File: config.mk
export PLATFORM = sky130hd
export DESIGN_NAME = hamming_enc_sched
export DESIGN_NICKNAME = d
export VERILOG_FILES = /design/src/rtl/hamming_pkg.sv /design/src/rtl/rr_arbiter.sv /design/src/rtl/hamming_enc_sched.sv
export SDC_FILE = /design/constraint.sdc
export NUM_CORES = 1
export LEC_CHECK = 0
export ABC_AREA = 1
export CORE_ASPECT_RATIO = 1.75
export CORE_UTILIZATION = 40
export DETAILED_ROUTE_END_ITERATION = 7
export GPL_TIMING_DRIVEN = 0
export MAX_ROUTING_LAYER = met4
export PLACE_DENSITY = 0.75
export SKIP_CTS_REPAIR_TIMING = 1
export SLEW_MARGIN = 25
export SYNTH_ARGS = -nofsm -noshare
export SYNTH_HDL_FRONTEND = slang
export SYNTH_SLANG_ARGS = --single-unit
File: constraint.sdc
create_clock -name clk -period 2.18 [get_ports clk]
set_input_delay 0.327 -clock clk [delete_from_list [all_inputs] [get_ports clk]]
set_output_delay 0.327 -clock clk [all_outputs]
set_load 0.005 [all_outputs]
File: src/rtl/hamming_pkg.sv
// Shared types and constants for the Hamming encoder scheduler.
//   DATA_W        - nibble width presented to the encoder
//   CODE_W        - codeword width returned by the encoder
//   DEF_BURST_LEN - default number of words issued between encoder resets
//   state_t       - scheduler FSM states
package hamming_pkg;

    localparam int unsigned DATA_W        = 4;
    localparam int unsigned CODE_W        = 7;
    localparam int unsigned DEF_BURST_LEN = 7;

    typedef enum logic [2:0] {
        ENC_RST,
        IDLE,
        ISSUE,
        CAPTURE,
        DELIVER
    } state_t;

endpackage

File: src/rtl/rr_arbiter.sv
// Combinational round-robin arbiter.
//   req - request vector
//   ptr - index of the most recently served requester; search starts after it
//   en  - grant enable; no grant when low
//   gnt - one-hot grant
//   idx - binary index of the granted requester (0 when no grant)
module rr_arbiter #(
    parameter int unsigned N = 4,
    localparam int unsigned IW = (N > 1) ? $clog2(N) : 1
) (
    input  logic [N-1:0]  req,
    input  logic [IW-1:0] ptr,
    input  logic          en,
    output logic [N-1:0]  gnt,
    output logic [IW-1:0] idx
);

    int unsigned   j;
    logic [IW-1:0] cand;
    logic          found;

    // Walk ptr+1, ptr+2, ... wrapping, and take the first asserted request.
    always_comb begin
        gnt   = '0;
        idx   = '0;
        found = 1'b0;
        j     = 0;
        cand  = '0;
        for (int unsigned k = 1; k <= N; k++) begin
            j    = (32'(ptr) + k) % N;
            cand = IW'(j);
            if (en && !found && req[cand]) begin
                found     = 1'b1;
                gnt[cand] = 1'b1;
                idx       = cand;
            end
        end
    end

endmodule

File: src/rtl/hamming_enc_sched.sv
// Round-robin scheduler sharing one 4-to-7 Hamming encoder between NREQ producers.
//   clk, reset            - clock and synchronous active-low reset
//   req_valid/bits/ready  - per-requester nibble handshake (ready is one-hot)
//   out_valid/ready       - codeword handshake toward the consumer
//   out_code, out_id      - encoder codeword and originating requester index
//   enc_reset/active/bits - encoder control: reset, load strobe, nibble
//   enc_byte, enc_ready   - encoder codeword and its valid flag
//   err, drop             - pulses on capture failure / word discarded after retry
module hamming_enc_sched
    import hamming_pkg::*;
#(
    parameter int unsigned NREQ      = 4,
    parameter int unsigned BURST_LEN = DEF_BURST_LEN,
    parameter int unsigned IDW       = $clog2(NREQ)
) (
    input  logic                   clk,
    input  logic                   reset,
    input  logic [NREQ-1:0]        req_valid,
    input  logic [DATA_W*NREQ-1:0] req_bits,
    output logic [NREQ-1:0]        req_ready,
    output logic                   out_valid,
    input  logic                   out_ready,
    output logic [CODE_W-1:0]      out_code,
    output logic [IDW-1:0]         out_id,
    output logic                   enc_reset,
    output logic                   enc_active,
    output logic [DATA_W-1:0]      enc_bits,
    input  logic [CODE_W-1:0]      enc_byte,
    input  logic                   enc_ready,
    output logic                   err,
    output logic                   drop
);

    state_t              state_q, state_d;
    logic [2:0]          word_cnt_q;
    logic [IDW-1:0]      rr_ptr_q;
    logic [IDW-1:0]      gnt_id_q;
    logic [DATA_W-1:0]   nibble_q;
    logic                pending_q;
    logic                retried_q;
    logic                out_valid_q;
    logic [CODE_W-1:0]   out_code_q;
    logic [IDW-1:0]      out_id_q;
    logic                err_q;
    logic                drop_q;

    logic                burst_done;
    logic                arb_en;
    logic [NREQ-1:0]     arb_gnt;
    logic [IDW-1:0]      arb_idx;
    logic                grant;

    // The encoder only takes BURST_LEN words per reset, so stop granting at the limit.
    assign burst_done = (word_cnt_q == 3'(BURST_LEN));
    assign arb_en     = (state_q == IDLE) && !burst_done;
    assign grant      = |arb_gnt;

    rr_arbiter #(
        .N (NREQ)
    ) u_arb (
        .req (req_valid),
        .ptr (rr_ptr_q),
        .en  (arb_en),
        .gnt (arb_gnt),
        .idx (arb_idx)
    );

    assign req_ready  = arb_gnt;
    assign enc_reset  = (state_q == ENC_RST);
    assign enc_active = (state_q == ISSUE);
    assign enc_bits   = enc_active ? nibble_q : '0;
    assign out_valid  = out_valid_q;
    assign out_code   = out_code_q;
    assign out_id     = out_id_q;
    assign err        = err_q;
    assign drop       = drop_q;

    always_comb begin
        state_d = state_q;
        unique case (state_q)
            ENC_RST: state_d = pending_q ? ISSUE : IDLE;
            IDLE: begin
                if (burst_done)  state_d = ENC_RST;
                else if (grant)  state_d = ISSUE;
            end
            ISSUE:   state_d = CAPTURE;
            CAPTURE: begin
                if (enc_ready)       state_d = DELIVER;
                else if (!retried_q) state_d = ENC_RST;
                else                 state_d = IDLE;
            end
            DELIVER: if (out_ready) state_d = IDLE;
            default: state_d = ENC_RST;
        endcase
    end

    always_ff @(posedge clk) begin
        if (!reset) begin
            state_q     <= ENC_RST;
            word_cnt_q  <= '0;
            rr_ptr_q    <= IDW'(NREQ - 1);
            gnt_id_q    <= '0;
            nibble_q    <= '0;
            pending_q   <= 1'b0;
            retried_q   <= 1'b0;
            out_valid_q <= 1'b0;
            out_code_q  <= '0;
            out_id_q    <= '0;
            err_q       <= 1'b0;
            drop_q      <= 1'b0;
        end else begin
            state_q <= state_d;
            err_q   <= 1'b0;
            drop_q  <= 1'b0;
            case (state_q)
                ENC_RST: word_cnt_q <= '0;
                IDLE: begin
                    if (grant) begin
                        nibble_q  <= req_bits[arb_idx*DATA_W +: DATA_W];
                        gnt_id_q  <= arb_idx;
                        retried_q <= 1'b0;
                    end
                end
                ISSUE: begin
                    word_cnt_q <= word_cnt_q + 3'd1;
                    pending_q  <= 1'b0;
                end
                CAPTURE: begin
                    if (enc_ready) begin
                        out_code_q  <= enc_byte;
                        out_id_q    <= gnt_id_q;
                        out_valid_q <= 1'b1;
                    end else if (!retried_q) begin
                        // Reset the encoder and re-issue the same latched nibble once.
                        err_q     <= 1'b1;
                        pending_q <= 1'b1;
                        retried_q <= 1'b1;
                    end else begin
                        err_q    <= 1'b1;
                        drop_q   <= 1'b1;
                        rr_ptr_q <= gnt_id_q;
                    end
                end
                DELIVER: begin
                    if (out_ready) begin
                        out_valid_q <= 1'b0;
                        rr_ptr_q    <= gnt_id_q;
                    end
                end
                default: ;
            endcase
        end
    end

endmodule
After elaboration in Yosys (flattened, before gate mapping)
Cells that the tools add are included.
Word-level totals
  word-level logic and storage cells: 125
  input port bits: 31
  register bits after elaboration: 28
  output and inout port bits: 22
Cells by class
  equality and inequality tests: 12
  bitwise operators: 5
  add/subtract/negate cells: 5
  $lt $le $gt $ge: 8
  shifts and indexed selects: 1
  mux-type cells: 51
  reductions and logical operators: 31
Operators with widths (number)
  $mux 1: 20
  $mux 4: 5
  $mux 2: 8
  $shiftx 16x5->4: 1
  $pmux 3 s5: 1
  $logic_and 1x1->1: 12
  $lt 2x3->1 const B: 4
  $mux 3: 4
  $ne 2x2->1 const B: 6
  $or 4x4->4: 3
  $reduce_and 3->1: 3
  $bmux 1 s2: 4
  $demux 1 s2: 4
  $ge 2x1->1 const B: 4
  $reduce_and 2->1: 4
  $reduce_bool 2->1: 4
  $eq 3x2->1 const B: 2
  $eq 3x3->1 const B: 2
  $pmux 1 s2: 3
  $pmux 3 s2: 1
  $add 2x1->2 const B: 2
  $add 2x2->2 const B: 2
  $logic_not 1->1: 4
  $pmux 2 s2: 1
  8 further kinds: 9

Logic depth before layout (Yosys ltp)
Gate-level depths: netlist (run 1).
  depth in word-level cells: 21
  gate-level depth with buffers: 16
  mapped depth without buffers: 15

By module
Synthesis (run 1) repeated with hierarchy kept, for this count alone.
Unflattened totals
  cells, all modules: 271
  area, all modules: 1803.0 um^2
By module, submodules not included
  hamming_enc_sched: instances 1, area each 1318.8 um^2, seq. area each 560.5 um^2, cells an instance 189
  rr_arbiter: instances 1, area each 484.2 um^2, seq. area each 0.0 um^2, cells an instance 82

Worst setup path after synthesis (run 1)
OpenSTA, ideal clock, no wires.
  path type: register to register
  from: reg rr_ptr_q[0]
  to: reg gnt_id_q[0]
  buffers on the path: 1
  clock period less this slack: 2.173 ns
  arrival time: 2.059 ns
  slack: 0.007 ns
  cell stages (with the launch flop): 15
  required time: 2.067 ns
  library setup time: 0.113 ns
  cell sequence: dfxtp_1 -> buf_6 -> inv_8 -> ha_1 -> inv_1 -> nand3_4 -> nand2_4 -> nand2_4 -> nor2_2 -> a21oi_1 -> nand3_2 -> nor2_4 -> nand2_4 -> o21ai_1 -> nor2_1
Between the ends
  longest elaborated chain between the ends: 19
  elaborated cells on any way between the ends: 58
  those cells by class: 4 x add/sub; 8 x order compare; 27 x mux; 3 x bitwise; 16 x reduce/logical
Ends and longest elaborated chain
  start, declared: line hamming_enc_sched.sv:36  | logic [IDW-1:0] rr_ptr_q;
  start signal, assigned: line hamming_enc_sched.sv:101  | rr_ptr_q <= IDW'(NREQ - 1);
  start signal, assigned: line hamming_enc_sched.sv:141  | rr_ptr_q <= gnt_id_q;
  start signal, assigned: line hamming_enc_sched.sv:147  | rr_ptr_q <= gnt_id_q;
  branches (longest 16 deep; another with $lt 2x3->1)
  $mux 4 *: line rr_arbiter.sv:32  | if (en && !found && req[cand]) begin
  via req_ready[2]: line hamming_enc_sched.sv:20  | output logic [NREQ-1:0] req_ready,
  $reduce_or 4->1 *: line hamming_enc_sched.sv:56  | assign grant = |arb_gnt;
  $reduce_and 2->1 (no line) *
  end signal, assigned: line hamming_enc_sched.sv:120  | gnt_id_q <= arb_idx;
  end, declared: line hamming_enc_sched.sv:37  | logic [IDW-1:0] gnt_id_q;
Mark *: on every way through the listed nets, which the timed path passes. The select of a mux whose other input is x is not followed.
A chain may end at the register's enable or synchronous reset.

Worst setup path in the final report (run 1)
  from: reg rr_ptr_q[0]
  to: out req_ready[0]
Between the ends
  longest elaborated chain between the ends: 17
  elaborated cells on any way between the ends: 52
  those cells by class: 4 x add/sub; 8 x order compare; 23 x mux; 3 x bitwise; 14 x reduce/logical
Ends and longest elaborated chain (line)
  branches (longest 16 deep; another with $lt 2x3->1)
  $mux 4 *: rr_arbiter.sv:32
  end, declared: hamming_enc_sched.sv:20
Mark *: on every way between the ends. The select of a mux whose other input is x is not followed.

==> impl_metrics.prom, run 1 <==
# TYPE chip_impl_metric gauge
chip_impl_info{name="timing.critical_path.mode_cell",value="nand3_2"} 1
chip_impl_metric{name="routed_via_count",unit=""} 2084
chip_impl_metric{name="m1WireLength",unit="µm"} 2040
chip_impl_info{name="slowest_cell_on_the_critical_path",value="dfxtp_4"} 1
chip_impl_metric{name="clk_latency",unit="ns"} 0.28
chip_impl_metric{name="finish.net_count",unit=""} 384
chip_impl_metric{name="max_freq",unit="MHz"} 424
chip_impl_metric{name="final_hold_viol_count",unit=""} 0
chip_impl_metric{name="timing.max_slew.rel_slack",unit="%"} 69.7
chip_impl_metric{name="place_hpwl",unit="µm"} 3840
chip_impl_metric{name="htree_levels",unit=""} 1
chip_impl_info{name="tritoncts_clock_tree",value="yes"} 1
chip_impl_metric{name="r2r_slack",unit="ns"} -0.09
chip_impl_info{name="violations",value="negative setup slack"} 1
chip_impl_metric{name="finalInstanceArea",unit="µm²"} 2850
chip_impl_metric{name="synth_enable_flop_cells",unit=""} 0
chip_impl_metric{name="actual_slew_at_the_worst_max_slew_pin",unit="ns"} 0.454
chip_impl_metric{name="routed_via_count_divided_by_cell_count",unit=""} 5.29
chip_impl_metric{name="gr-usage-all-layers",unit="%"} 20.4
chip_impl_metric{name="worst_clock_skew",unit="ns"} 0.0103
chip_impl_metric{name="arrival_time_worst_endpoint",unit="ns"} 2.03
chip_impl_info{name="cts_root_buf",value="clkbuf_8"} 1
chip_impl_metric{name="start_util",unit="%"} 41.5
chip_impl_metric{name="clock_sink_count",unit=""} 28
chip_impl_metric{name="power_density_over_the_cells",unit="nW/µm²"} 788
chip_impl_metric{name="nFillCells",unit=""} 392
chip_impl_metric{name="ys_warn_count",unit=""} 0
chip_impl_metric{name="synth.cell_area",unit="µm²"} 1920
chip_impl_info{name="type_of_the_worst_setup_path",value="reg -> out"} 1
chip_impl_metric{name="design.die.area",unit="µm²"} 5090
chip_impl_metric{name="met2_wirelength",unit="µm"} 3130
chip_impl_metric{name="floorplan.io_pins",unit=""} 53
chip_impl_metric{name="timing.hold.ws",unit="ns"} 0.467
chip_impl_info{name="top_layer_used",value="met4"} 1
chip_impl_metric{name="power.ir.vdd_worst",unit="µV"} 588
chip_impl_info{name="crit_chain",value="buf_12 > clkinv_8 > ha_4 > inv_4 > nand3_4 > nand2_4 > nand3_2 > nor2_1 > nor2_2 > nand3_2 > dlymetal6s2s_1"} 1
chip_impl_metric{name="grt_antenna_before_repair",unit=""} 0
chip_impl_info{name="kind_of_path_behind_the_tightest_hold_check",value="reg -> reg"} 1
chip_impl_metric{name="total_inserted_antenna_cells",unit=""} 0
chip_impl_metric{name="route.detailed.wl_per_inst",unit="µm"} 13.9
chip_impl_metric{name="grt_max_degree",unit=""} 17
chip_impl_metric{name="grt_pass1_vias",unit=""} 1868
chip_impl_metric{name="asyncSetResetFlopFracSynth",unit="%"} 0
chip_impl_metric{name="grt.overflow.total",unit=""} 0
chip_impl_metric{name="die-width",unit="µm"} 54.3
chip_impl_metric{name="portBuffers",unit=""} 52
chip_impl_metric{name="route.final.wire_length",unit="µm"} 5460
chip_impl_metric{name="met3_length",unit="µm"} 125
chip_impl_metric{name="final_critical_delay_including_setup_and_external_delays",unit="ns"} 2.36
chip_impl_metric{name="ys_ff_latch",unit=""} 28
chip_impl_info{name="critPathLaunchType",value="flop"} 1
chip_impl_info{name="ys.flop_type",value="dfxtp_1"} 1
chip_impl_metric{name="final-max-slew-violation-count",unit=""} 0
chip_impl_metric{name="num_rows",unit=""} 33
chip_impl_metric{name="die_y",unit="µm"} 93.6
chip_impl_metric{name="setup_viol_count_final",unit=""} 10
chip_impl_metric{name="detailedPlace.worstSlack",unit="ns"} -0.630
chip_impl_metric{name="max_stage_delay",unit="ns"} 0.40
chip_impl_metric{name="critical_path.max_fanout",unit=""} 6
chip_impl_metric{name="register_area_share_after_synthesis",unit="%"} 29.2
chip_impl_metric{name="cts-buffers-inserted",unit=""} 3
chip_impl_metric{name="drt-initial-drc-count",unit=""} 55
chip_impl_info{name="grt_setup_unrepaired",value="true"} 1
chip_impl_metric{name="drc",unit=""} 0
chip_impl_metric{name="first_pass_iters",unit=""} 5
chip_impl_metric{name="synth_fp_nets",unit=""} 312
chip_impl_metric{name="gpl.final_weighted_congestion",unit=""} 0.868
chip_impl_metric{name="post_synthesis_mean_instance_area",unit="µm²"} 7.08
chip_impl_metric{name="post_route_cells_drive_above_1_share",unit="%"} 25.1
chip_impl_metric{name="area_growth",unit="%"} 48.5
chip_impl_info{name="run_status",value="complete, but fails checks"} 1
chip_impl_metric{name="synthesis.instances",unit=""} 271
chip_impl_metric{name="floorplan.core_area",unit="µm²"} 4620
chip_impl_metric{name="final.period_utilization",unit="%"} 108
chip_impl_metric{name="clock_pin_slew_on_the_worst_setup_and_hold_paths",unit="ns"} 0.10
chip_impl_metric{name="grt_first_pass_wirelength",unit="µm"} 7650
chip_impl_metric{name="cap_violations",unit=""} 0
chip_impl_metric{name="detail-route-antenna-nets",unit=""} 0
chip_impl_metric{name="finalCoreUtilization",unit="%"} 61.6
chip_impl_info{name="end_kind",value="output port"} 1
chip_impl_metric{name="placed_area",unit="µm²"} 2500
chip_impl_metric{name="postLayoutSetupSlackWorst",unit="ns"} -0.180
chip_impl_metric{name="p_leak",unit="µW"} 0.00128
chip_impl_metric{name="crit_required",unit="ns"} 1.85
chip_impl_metric{name="ys_types",unit=""} 27
chip_impl_metric{name="ctsLongestPathBuffers",unit=""} 2
==> metrics by stage <==
stage	TNS, ns	total power, µW	std cells
floorplan	0	1370	271
global placement	-3.97	1680	375
detailed placement	-4.54	1700	375
CTS	-6.04	2110	379
global route	-2.31	2390	394
finish	-1.03	2240	394
==> path summary, 6_finish.rpt <==
path | startpoint | to | cells after the start
hold / removal | word_cnt_q[0] | word_cnt_q[0] | 1
hold reg to reg | word_cnt_q[0] | word_cnt_q[0] | 1
setup reg to reg | rr_ptr_q[0] | nibble_q[2] | 15
setup / recovery | rr_ptr_q[0] | req_ready[0] | 11
==> Yosys cell counts (all sizes together) (2+ instances only) <==
cell    count  share of area, %
a21oi      23               6.6
clkbuf      5              0.98
dfxtp      28                29
ha         10               6.5
inv        26               5.5
nand2      73                19
nand3      56                17
nand3b      2              0.98
nor2       33               9.5
nor3        4               1.0
o211ai      2              0.78
o21ai       6               1.6
==> state kept, by name, indices dropped and copies added (netlist names) <==
| register | cells |
|---|---|
| out_code | 7 |
| nibble_q | 4 |
| state_q | 3 |
| word_cnt_q | 3 |
| gnt_id_q | 2 |
| out_id | 2 |
| rr_ptr_q | 2 |
| drop | 1 |
| err | 1 |
| out_valid | 1 |
| pending_q | 1 |
| retried_q | 1 |
==> layout by cell type (no fill, tap or decap), types with 2 or more instances in the layout <==
cell type        count
o21ai_2              2
dfxtp_4              2
buf_4               13
nor2_1              22
a21oi_1             21
nor2_8               2
clkdlybuf4s50_1     48
clkbuf_1             5
nand2_1             50
inv_4                2
clkbuf_8             3
buf_6                2
nand2_4              8
nand3_2             10
dfxtp_1             26
nor3_1               4
inv_2                4
inv_1               19
o21ai_0              3
nor2_2               4
o211ai_1             2
ha_1                 9
nand3_4              5
nor2_4               5
nand3_1             41
dlymetal6s2s_1       2
nand2_2             15
==> layer usage <==
layer  vias to the layer above  GRT usage [%]
met5                         -              -
met4                         0           10.0
met3                        16           1.14
met2                        57           37.5
met1                       976           20.3
li1                       1035              -
==> critical path: cells and delay by family, from the launching register on <==
family	cells	cell delay, ns
and+or+nand+nor	6	0.62
buffers and inverters	4	0.41
DFF	1	0.40
adders and majority gates	1	0.32
==> kinds of logic after synthesis <==
logic type / count (synthesis) / share of synthesized area [%]
buf+inv: 33 / 7.24
flops: 28 / 29.2
compound gates: 32 / 9.33
simple gates: 168 / 47.7
fa+ha+maj: 10 / 6.52
==> cell type report <==
type,count,area [µm²],area share [%]
multi-input cells,211,1360,47.6
clock buffers,3,41.3,1.45
repair buffers,66,631,22.1
plain buffers,6,38.8,1.36
inverters,27,119,4.17
clock inverters,1,30.0,1.05
flip-flops and latches,28,568,19.9
well taps,52,65.1,2.28
==> power by group <==
group	switching, µW	total (µW)	internal [µW]
clock	163	409	246
sequential	71.5	682	611
combinational	669	1150	482
Power figures use the tool's default switching activity.
==> run 2, diff against run 1 <==
--- a/config.mk
+++ b/config.mk
@@ -11,7 +11,7 @@
 export DETAILED_ROUTE_END_ITERATION = 7
 export GPL_TIMING_DRIVEN = 0
 export MAX_ROUTING_LAYER = met4
-export PLACE_DENSITY = 0.75
+export PLACE_DENSITY = 0.72
 export SKIP_CTS_REPAIR_TIMING = 1
 export SLEW_MARGIN = 25
 export SYNTH_ARGS = -nofsm -noshare
==> constraint.sdc (replaced) <==
create_clock -name clk -period 3 [get_ports clk]
set_input_delay 0.45 -clock clk [delete_from_list [all_inputs] [get_ports clk]]
set_output_delay 0.45 -clock clk [all_outputs]
set_load 0.005 [all_outputs]
==> run 2 against run 1 <==
The run now ends clean. Register-to-register slack gained 0.82 ns. Highest routed layer unchanged. Largest cell class unchanged. Sequential power is 28% lower. Sequential share of layout area up 1.9 points. Combinational power decreased by 35%. Worst setup slack improved by 0.32 ns. Via count decreased by 5.8%.
==> impl_metrics.prom, run 2 (synthesized netlist as in run 1, its figures left out) <==
# TYPE chip_impl_metric gauge
chip_impl_info{name="run_status",value="finished, final reports clean"} 1
chip_impl_metric{name="final_critical_delay_including_setup_and_external_delays",unit="ns"} 2.86
chip_impl_info{name="kind_of_path_behind_the_tightest_hold_check",value="reg -> reg"} 1
chip_impl_metric{name="critical_path.max_fanout",unit=""} 10
chip_impl_metric{name="postLayoutSetupSlackWorst",unit="ns"} 0.144
chip_impl_metric{name="numPlacedInstances",unit=""} 375
chip_impl_metric{name="routed_via_count_divided_by_cell_count",unit=""} 5.17
chip_impl_metric{name="final-max-slew-violation-count",unit=""} 0
chip_impl_metric{name="gr-usage-all-layers",unit="%"} 21.8
chip_impl_metric{name="first_pass_iters",unit=""} 6
chip_impl_metric{name="place_hpwl",unit="µm"} 3830
chip_impl_metric{name="grt_first_pass_wirelength",unit="µm"} 8040
chip_impl_metric{name="final_hold_viol_count",unit=""} 0
chip_impl_metric{name="power",unit="µW"} 1480
chip_impl_metric{name="post_route_cells_drive_above_1_share",unit="%"} 16.8
chip_impl_metric{name="portBuffers",unit=""} 52
chip_impl_metric{name="ctsLongestPathBuffers",unit=""} 2
chip_impl_metric{name="die-width",unit="µm"} 54.3
chip_impl_metric{name="finalCoreUtilization",unit="%"} 56.2
chip_impl_metric{name="crit_required",unit="ns"} 2.55
chip_impl_info{name="slowest_cell_on_the_critical_path",value="clkdlybuf4s50_1"} 1
chip_impl_metric{name="htree_levels",unit=""} 1
chip_impl_metric{name="power_density_over_the_cells",unit="nW/µm²"} 569
chip_impl_metric{name="total_inserted_antenna_cells",unit=""} 0
chip_impl_metric{name="detail-route-antenna-nets",unit=""} 0
chip_impl_metric{name="floorplan.io_pins",unit=""} 53
chip_impl_metric{name="largest_reg_flops",unit=""} 7
chip_impl_metric{name="max_stage_delay",unit="ns"} 0.50
chip_impl_info{name="tritoncts_clock_tree",value="yes"} 1
chip_impl_info{name="mostFrequentLayoutCell",value="nand2_1"} 1
chip_impl_metric{name="route.detailed.wl_per_inst",unit="µm"} 12.9
chip_impl_metric{name="grt_antenna_before_repair",unit=""} 0
chip_impl_metric{name="timing.hold.ws",unit="ns"} 0.465
chip_impl_metric{name="cap_violations",unit=""} 0
chip_impl_metric{name="area_growth",unit="%"} 35.6
chip_impl_metric{name="final.period_utilization",unit="%"} 95.2
chip_impl_metric{name="drt-initial-drc-count",unit=""} 75
chip_impl_metric{name="start_util",unit="%"} 41.5
chip_impl_metric{name="route.final.wire_length",unit="µm"} 4900
chip_impl_metric{name="worst_clock_skew",unit="ns"} 0.00352
chip_impl_metric{name="clock_pin_slew_on_the_worst_setup_and_hold_paths",unit="ns"} 0.10
chip_impl_metric{name="design.die.area",unit="µm²"} 5090
chip_impl_info{name="crit_chain",value="buf_8 > inv_8 > ha_4 > inv_2 > nand3_4 > nand2_4 > nand3_1 > nor2_4 > nand2_1 > nand3_2 > clkdlybuf4s50_1"} 1
chip_impl_metric{name="routed_via_count",unit=""} 1963
chip_impl_metric{name="timing.max_slew.rel_slack",unit="%"} 69.8
chip_impl_metric{name="finish.net_count",unit=""} 370
chip_impl_metric{name="p_leak",unit="µW"} 0.00115
chip_impl_metric{name="grt.overflow.total",unit=""} 0
chip_impl_metric{name="setup_viol_count_final",unit=""} 0
chip_impl_metric{name="max_freq",unit="MHz"} 350
chip_impl_info{name="end_kind",value="output port"} 1
chip_impl_info{name="commonest_cells_after_routing_fill_and_taps_aside",value="nand2_1, clkdlybuf4s50_1, nand3_1"} 1
chip_impl_info{name="cts_root_buf",value="clkbuf_8"} 1
chip_impl_metric{name="stdcell_count",unit=""} 380
chip_impl_metric{name="clock_sink_count",unit=""} 28
chip_impl_metric{name="die_y",unit="µm"} 93.6
chip_impl_metric{name="detailedPlace.worstSlack",unit="ns"} 0.0864
chip_impl_metric{name="gpl.final_weighted_congestion",unit=""} 0.901
chip_impl_metric{name="floorplan.core_area",unit="µm²"} 4620
chip_impl_metric{name="clk_latency",unit="ns"} 0.28
chip_impl_metric{name="actual_slew_at_the_worst_max_slew_pin",unit="ns"} 0.453
chip_impl_metric{name="arrival_time_worst_endpoint",unit="ns"} 2.41
chip_impl_info{name="type_of_the_worst_setup_path",value="reg -> out"} 1
chip_impl_metric{name="cts-buffers-inserted",unit=""} 3
chip_impl_metric{name="grt_pass1_vias",unit=""} 1932
chip_impl_metric{name="grt_max_degree",unit=""} 16
chip_impl_metric{name="power.ir.vdd_worst",unit="µV"} 484
chip_impl_metric{name="num_rows",unit=""} 33
chip_impl_info{name="critPathLaunchType",value="flop"} 1
chip_impl_metric{name="drc",unit=""} 0
## run 2: cell types whose count changed in the layout (fill, tap and decap cells not counted), sizes merged
cell	previous run	this run
clkdlybuf4s50	48	52
buf	16	2
clkinv	2	1
bufinv	1	0
nand2	74	73
dlymetal6s2s	2	0
inv	25	26
## run 2: cell type report
type / count / area [µm²]
inverters: 27 / 109
well taps: 52 / 65.1
repair buffers: 53 / 528
fillers: 439 / 2020
plain buffers: 6 / 33.8
multi-input cells: 210 / 1240
clock buffers: 4 / 55.1
flip-flops and latches: 28 / 568
## run 2: stage by stage
step	area [µm²]	TNS, ns
finish	2600	0
global route	2600	-0.00430
CTS	2560	-0.754
detailed placement	2500	0
global placement	2500	0
floorplan	1920	0
## run 2: path summary, 6_finish.rpt
path	startpoint	to	slack (ns)	depth (start not counted)
hold / removal	out_code[3]	out_code[3]	0.47	2
hold reg to reg	out_code[3]	out_code[3]	0.47	2
setup / recovery	rr_ptr_q[0]	req_ready[2]	0.14	11
setup reg to reg	rr_ptr_q[0]	nibble_q[1]	0.73	16
## run 2: power breakdown
part / internal, µW / switching [µW] / leakage [µW]
combinational: 308 / 435 / 0.000897
sequential: 444 / 49.7 / 0.000227
clock: 118 / 125 / 0.0000288
## run 2: routing by layer
metal  part of all wire, %  track usage [%]
met2                    55             39.8
met3                   2.8             2.28
met5                     0                -
met4                   3.0             11.5
met1                    39             20.9
## run 2: worst max-delay path: cells and delay by family (launching register included)
kind	cells	cell delay [ns]
DFF	1	0.39
adders and majority gates	1	0.27
buffers and inverters	4	0.81
and+or+nand+nor	6	0.65
==> patch, RTL diff (settings of run 1) <==
Change the package constant `CODE_W` from 7 to 14.
--- a/src/rtl/hamming_pkg.sv
+++ b/src/rtl/hamming_pkg.sv
@@ -8,3 +8,3 @@
     localparam int unsigned DATA_W        = 4;
-    localparam int unsigned CODE_W        = 7;
+    localparam int unsigned CODE_W        = 14;
     localparam int unsigned DEF_BURST_LEN = 7;
Interface: changed (resized enc_byte and out_code); port bits go from 53 to 67. The function was not compared with the original's and may differ.
==> patch against run 1 <==
- first-iteration DRC count grew 62%
- sequential share of layout area grew 2.0 points
- global-route usage is essentially flat
- cell area grew 13%
- routed wire length grew 4.9%
- sequential cell count grew 7
- the run ends with design-rule violations, negative setup slack left
- synthesized area grew 9.8%
- power grew 12%
- setup slack gained 0.034 ns
- non-clock buffer count grew 24
- clock skew shrank 0.0063 ns
==> patch: results (changes against run 1) <==
Parameter                              Value

Status
  Status    finished, violations left
  Violations in the final reports    design-rule violations, negative setup slack

Synth
  Ranking of synthesized cells by area    dfxtp_1 33%, nand2_1 15%, nand3_1 9.7%
  Netlist cell types    26 (-3.7%)
  Register area share after synthesis    33.3% (+4.1 points)
  Synthesized net count    354 (+13%)
  Most common library cells after synthesis    83 x nand2_1, 41 x nand3_1, 35 x dfxtp_1, 31 x nor2_1, 29 x inv_1

Route
  DRC violation count after routing    6 (+6)
  Metal-1 WL    2100 µm (+2.6%)
  WL per Instance    12.5 µm (-9.6%)
  Routed wire length on met3    228 µm (+82%)
  Count of routing violations after the opening detailed-route iteration    89 (+62%)
  Wire length on met2    3260 µm (+3.9%)
  Via count    2301 (+10%)

Place
  Port Buffers    66 (+27%)
  Cell Count Post-Placement    426 (+14%)
  Placed Area    0.00285 mm² (+14%)
  Setup slack after placement    -0.616 ns (+0.0144 ns)
  HPWL after DPL    4200 µm (+9.4%)

STA
  Transition time at the pin with the least slew margin    0.478 ns (+0.0240 ns)
  Number of setup violations in the final report    12 (+2)
  Setup TNS    -0.873 ns (+0.159 ns)
  Worst Slack Setup Final    -0.146 ns (+0.0342 ns)
  Worst setup skew after layout    0.00401 ns (-0.00628 ns)

Clocking
  # H-tree levels    2 (+1)
  Clk pin slew, worst setup/hold paths    0.07 ns (-0.03 ns)
  Total clock buffers created by CTS    5 (+2)

Cells and area
  Count of nets after finishing    451 (+17%)
  Proportion of layout cells with a drive suffix above 1    21.3% (-3.8 points)
  Flip-flop count of the largest register after layout    14 (+7)
  Number of fill cells    450 (+15%)

Setup path
  Arrival @ worst endpoint    2.00 ns (-0.03 ns)
  Biggest fanout along the worst timing path    5 (-1)
  Slowest Stage Delay on Critical Path    0.37 ns (-0.03 ns)

Power and ir drop
  Static Leak    1.47 nW (+15%)
  Switching pwr    0.968 mW (+7.1%)
  Worst voltage drop across the vdd grid    0.517 mV (-12%)

Global routing
  All-Layer GR Usage    20.5% (+0.049 points)
  Number of global-route vias before repair    2152 (+15%)
  Wire length of the first global-routing pass    8850 µm (+16%)
  GR Layer Usage met1    18.8% (-1.6 points)
  Met3 Track Usage GR    2.65% (+1.5 points)
  Grt met2 use    39.7% (+2.2 points)
==> patch: changes by cell type in the layout (fill, tap and decap cells not counted), moves of 7 or more <==
| cell | run 1 | this run |
|---|---|---|
| buf_4 | 13 | 22 |
| clkdlybuf4s50_1 | 48 | 62 |
| dfxtp_1 | 26 | 33 |
| inv_1 | 19 | 26 |
| nand2_1 | 50 | 83 |
| nand2_2 | 15 | 2 |
==> patch: final timing paths <==
path         cells past startpoint          start            end  slack, ns
max                             10    rr_ptr_q[1]   req_ready[1]      -0.15
max reg2reg                     15    rr_ptr_q[1]    gnt_id_q[1]      -0.06
min reg2reg                      1  word_cnt_q[0]  word_cnt_q[0]       0.46
min                              1  word_cnt_q[0]  word_cnt_q[0]       0.46
==> patch: power groups by stage <==
stage          clock network [mW]  registers (mW)  logic, mW
2_1_floorplan                   0           0.810      0.672
3_3_place_gp                    0           0.823       1.00
3_5_place_dp                    0           0.826       1.02
4_1_cts                     0.477           0.813       1.02
5_1_grt                     0.515           0.831       1.34
6_report                    0.465           0.820       1.22
==> patch: cells by family (layout without fill, tap and decap cells) <==
family / count (synthesis) / in the layout / synth area share [%]
simple gates: 181 / 181 / 42.8
compound gates: 40 / 40 / 10.2
flops: 35 / 35 / 33.3
fa+ha+maj: 10 / 10 / 5.94
buf+inv: 40 / 137 / 7.84
==> patch: layout make-up <==
type | instances | area (µm²) | share of cell area, %
clock inverter | 1 | 5.00 | 0.155
multi-input combinational | 231 | 1340 | 41.5
inverter | 34 | 146 | 4.53
clock buffer | 6 | 82.6 | 2.56
tap | 54 | 67.6 | 2.09
buffer | 6 | 36.3 | 1.12
timing repair buffer | 90 | 845 | 26.1
sequential | 35 | 708 | 21.9
